===== config.mk =====
export PLATFORM = sky130hd
export DESIGN_NAME = mmio_bridge
export DESIGN_NICKNAME = d
export VERILOG_FILES = /design/src/rtl/mmio_bridge.sv
export SDC_FILE = /design/constraint.sdc
export NUM_CORES = 1
export LEC_CHECK = 0
export ABC_AREA = 1
export BUFFER_PORTS_ARGS = -buffer_cell sky130_fd_sc_hd__buf_2
export CAP_MARGIN = 20
export CORE_MARGIN = 2
export CORE_UTILIZATION = 52
export CTS_BUF_LIST = sky130_fd_sc_hd__clkbuf_4
export CTS_CLUSTER_SIZE = 10
export DETAILED_ROUTE_END_ITERATION = 12
export GPL_ROUTABILITY_DRIVEN = 0
export MAX_ROUTING_LAYER = met4
export PLACE_DENSITY = 0.95
export SYNTH_ARGS = -nofsm -noshare
export SYNTH_HDL_FRONTEND = slang
export SYNTH_SLANG_ARGS = --single-unit

===== constraint.sdc =====
create_clock -name clk -period 4.1 [get_ports clk]
set_input_delay 0.615 -clock clk [delete_from_list [all_inputs] [get_ports clk]]
set_output_delay 0.615 -clock clk [all_outputs]
set_load 0.05 [all_outputs]

===== src/rtl/mmio_bridge.sv =====
// mmio_bridge: decodes core data accesses into dmem or a peripheral register file (keyboard FIFO, LED, sound, cycles).
// Reads are combinational, all state updates on the rising clk edge. Define MMIO_CYCLE_COUNTER_EN to build the CYCLES counter.
module mmio_bridge #(
    parameter int Dbits   = 32,
    parameter int KDEPTH  = 4,
    parameter int DMEM_AW = 10
) (
    input  logic               clk,
    input  logic               reset,
    input  logic               enable,
    input  logic [31:0]        mem_addr,
    input  logic               mem_wr,
    input  logic [Dbits-1:0]   mem_writedata,
    output logic [Dbits-1:0]   mem_readdata,
    output logic [DMEM_AW-1:0] dmem_addr,
    output logic               dmem_wr,
    output logic [Dbits-1:0]   dmem_writedata,
    input  logic [Dbits-1:0]   dmem_readdata,
    input  logic               key_valid,
    input  logic [7:0]         key_code,
    output logic [15:0]        led,
    output logic [Dbits-1:0]   sound_period
);
    localparam int PW = $clog2(KDEPTH);
    localparam int CW = PW + 1;

    logic          sel_dmem;
    logic          sel_io;
    logic [2:0]    offset;
    logic          io_wr;
    logic [7:0]    kfifo [KDEPTH];
    logic [PW-1:0] head;
    logic [PW-1:0] tail;
    logic [CW-1:0] count;
    logic          overflow;
    logic          full;
    logic          pop;
    logic          push;
    logic          ovf_set;
    logic          ovf_clr;
    logic [Dbits-1:0] cycles;
    logic          unused_addr;

    assign sel_dmem = (mem_addr[31:16] == 16'h1001);
    assign sel_io   = (mem_addr[31:16] == 16'h1003);
    assign offset   = mem_addr[4:2];
    assign io_wr    = mem_wr & enable & sel_io;

    assign dmem_addr      = mem_addr[DMEM_AW+1:2];
    assign dmem_wr        = mem_wr & enable & sel_dmem;
    assign dmem_writedata = mem_writedata;
    assign unused_addr    = ^{mem_addr[15:5], mem_addr[1:0]};

    // A pop frees a slot in the same cycle, so a full FIFO still accepts a simultaneous push.
    assign full    = (count == CW'(KDEPTH));
    assign pop     = io_wr & (offset == 3'd0) & (count != '0);
    assign push    = key_valid & (~full | pop);
    assign ovf_set = key_valid & full & ~pop;
    assign ovf_clr = io_wr & (offset == 3'd1);

    always_ff @(posedge clk) begin
        if (push) begin
            kfifo[tail] <= key_code;
        end
    end

    always_ff @(posedge clk or negedge reset) begin
        if (!reset) begin
            head     <= '0;
            tail     <= '0;
            count    <= '0;
            overflow <= 1'b0;
        end else begin
            if (push) begin
                tail <= tail + 1'b1;
            end
            if (pop) begin
                head <= head + 1'b1;
            end
            case ({push, pop})
                2'b10:   count <= count + 1'b1;
                2'b01:   count <= count - 1'b1;
                default: count <= count;
            endcase
            if (ovf_set) begin
                overflow <= 1'b1;
            end else if (ovf_clr) begin
                overflow <= 1'b0;
            end
        end
    end

    always_ff @(posedge clk or negedge reset) begin
        if (!reset) begin
            led          <= '0;
            sound_period <= '0;
        end else if (io_wr) begin
            if (offset == 3'd3) begin
                led <= mem_writedata[15:0];
            end
            if (offset == 3'd4) begin
                sound_period <= mem_writedata;
            end
        end
    end

`ifdef MMIO_CYCLE_COUNTER_EN
    always_ff @(posedge clk or negedge reset) begin
        if (!reset) begin
            cycles <= '0;
        end else if (enable) begin
            cycles <= cycles + 1'b1;
        end
    end
`else
    assign cycles = '0;
`endif

    always_comb begin
        mem_readdata = '0;
        if (sel_dmem) begin
            mem_readdata = dmem_readdata;
        end else if (sel_io) begin
            case (offset)
                3'd0: begin
                    if (count != '0) begin
                        mem_readdata[7:0] = kfifo[head];
                    end
                end
                3'd1: begin
                    mem_readdata[8]      = overflow;
                    mem_readdata[CW-1:0] = count;
                end
                3'd2:    mem_readdata = cycles;
                3'd3:    mem_readdata[15:0] = led;
                3'd4:    mem_readdata = sound_period;
                default: mem_readdata = '0;
            endcase
        end
    end
endmodule


==> flow_summary.toml <==
[layout]
layout_commonest_cell = "buf_2"
synthToLayoutAreaGrowth_pct = 21.32
mostFrequentLayoutCells = "buf_2, nand2_1, dfrtp_1"
fin_nets = 789
drive_above_1_share_pct = 37.50
fin_area_sq_um = 5717
stdcell_count = 789

[logic_synthesis]
syn_area_per_cell_sq_um = 9.167
ys.flop_type = "dfrtp_1"
yosysWarnings = 0
ys_types = 35
synth_area_sq_um = 4712
syn_nets = 628
syn_inst = 514
ys_ff_latch = 88
yosysSeqAreaShare_pct = 50.13
synthArstFlopShare_pct = 63.64
synth_edf_count = 32

[grt]
overflow = 0
grt_max_degree = 49
track_usage_pct = 27.79
antenna_found_initial = 1
grt_pass1_wl_mm = 20.91
grt_pass1_vias = 4322

[floorplan]
io_pins = 232
start_util_pct = 53.77
die_x_um = 99.19
coreArea_sq_um = 8763
die_area_sq_um = 9839
rows = 34
die_h_um = 99.19

[sta]
finalHoldViolCount = 0
setup_ws_ns = 0.8111
timing.final.crit_share_pct = 80.22
max_slew_margin_pct = 42.95
rsz0062_at_grt = "false"
setup_viol = 0
final_max_slew_viol_count = 0
finalSetupTns_ns = 0
fmax_ghz = 0.3041
worstMarginPinSlew_ns = 0.8526
post-route-min-period_ns = 3.289
finClkSkew_ns = 0.02378

[route]
drtIter0Drc = 251
wirelength_mm = 13.49
top_layer = "met4"
antenna_left = 0
wl_met2_mm = 6.962
avgRoutedWirePerCell_um = 17.09
vias = 4363
wl_met3_um = 990
avgViaCountPerCell = 5.530
wl_met1_mm = 5.255
drc_errors = 0
first_pass_iters = 7

[cts]
root_buffer = "clkbuf_4"
cts_tree = "yes"
clockBufferDepth = 2
post_cts_buffers = 0
clock_sinks = 88
h-tree-depth = 3
hold_buffers = 0
cts_buffers = 9
clk_pin_slew_worst_paths_ns = 0.15
postCtsResizedCells = 0
clk_latency_ns = 0.44

[setup_path]
max_stage_delay_ns = 0.71
worstRegToRegCells = 10
critical_path_arrival_ns = 2.67
crit_chain = "clkinv_1 > o21ai_0 > o22ai_1 > a22oi_1 > o211ai_1 > buf_2"
critPathRequiredTime_ns = 3.48
path_class = "register to primary output"
critPathSlowestCell = "dfrtp_1"
end_kind = "primary output"
critPathLaunchType = "register"
cp_max_fo = 18

[power_and_ir_drop]
power.density_nw_per_um2 = 349.7
ir_drop_uv = 199.6
p_leak_uw = 0.003132
fin_total_pwr_uw = 1999

[worst_hold_path]
holdCritPathClass = "primary input to async pin"

[placement]
dp_slack_ns = 1.058
dpl_cell_area_sq_um = 5500
port_buffers = 211
hpwlAfterDp_mm = 9.818
place_inst = 770

[outcome]
outcome = "complete, no violations"

[run]
drv_cap = 0
[routing by layer]
layer | vias to the layer above | track usage [%]
met5 | - | -
met4 | 0 | 11.28
met3 | 29 | 4.287
met2 | 228 | 47.04
met1 | 2090 | 33.40
li1 | 2016 | -
[cell families (layout without fill, tap and decap cells)]
| kind of cell | Yosys count | after routing | share of synthesized area, % |
|---|---|---|---|
| AOI/OAI and AO/OA | 87 | 87 | 11.37 |
| xor gates and xnor gates | 3 | 3 | 0.5577 |
| adders and majority gates | 5 | 5 | 1.487 |
| buffers and inverters | 111 | 277 | 12.75 |
| DFF | 88 | 88 | 50.13 |
| muxes | 16 | 16 | 5.098 |
| other | 0 | 1 | 0 |
| and+or+nand+nor | 204 | 204 | 18.61 |
[worst max-delay path: cells and delay by family (launching register included)]
family                 cells  cell delay (ns)
AO/OA/AOI/OAI              4             0.74
buffers and inverters      2             0.79
flip-flops                 1             0.71
[final timing paths]
check,endpoint,from,slack [ns]
min in group clk,kfifo[0][5],key_code[5],0.38
worst max-delay path,mem_readdata[7],head[0],0.81
worst min-delay path,sound_period[20],reset,0.08
worst min register to register,led[9],led[9],0.53
worst max register to register,count[2],count[0],1.87
max in group asynchronous,head[1],reset,3.11
[state kept, by name (all words and copies together) (netlist names)]
name,count
count,3
head,2
kfifo,32
led,16
overflow,1
sound_period,32
tail,2
[per-stage QoR]
step / hold slack, ns / utilization [%]
3_5_place_dp: 0.4945 / 62.76
5_1_grt: 0.06904 / 65.23
6_report: 0.08324 / 65.23
4_1_cts: 0.06770 / 64.66
3_3_place_gp: 0.4818 / 62.76
2_1_floorplan: 0.3194 / -
[power breakdown]
part           switching, uW  internal, uW  total, uW
Sequential              32.8          1010       1040
Combinational            273           117        390
Clock                    314           253        567
[Yosys cell counts (2+ instances only)]
master,count,area (sq um)
edfxtp_1,32,960.9
buf_6,3,33.78
buf_4,42,315.3
ha_1,4,50.05
buf_2,2,10.01
nand4_1,5,31.28
o21ai_0,35,175.2
clkbuf_1,16,60.06
inv_1,43,161.4
o21ai_1,15,75.07
a32o_1,8,80.08
mux2_4,16,240.2
nand2_1,105,394.1
nor2_1,35,131.4
xor2_1,3,26.28
a22o_1,7,61.31
buf_1,3,11.26
a21oi_1,6,30.03
o22ai_1,7,43.79
dfrtp_1,56,1401
a22oi_1,5,37.54
nor2_4,2,22.52
o2111ai_1,2,17.52
nand3_1,51,255.2
[area by class of cell]
cell class | instances | area [sq um]
antenna | 1 | 2.502
fill | 691 | 3047
sequential | 88 | 2362
tap | 108 | 135.1
inverter | 44 | 165.2
clock inverter | 7 | 98.84
timing repair buffer | 217 | 1134
clock buffer | 9 | 67.56
multi-input combinational | 315 | 1752
Note: power is estimated with default switching activity, not from simulation.
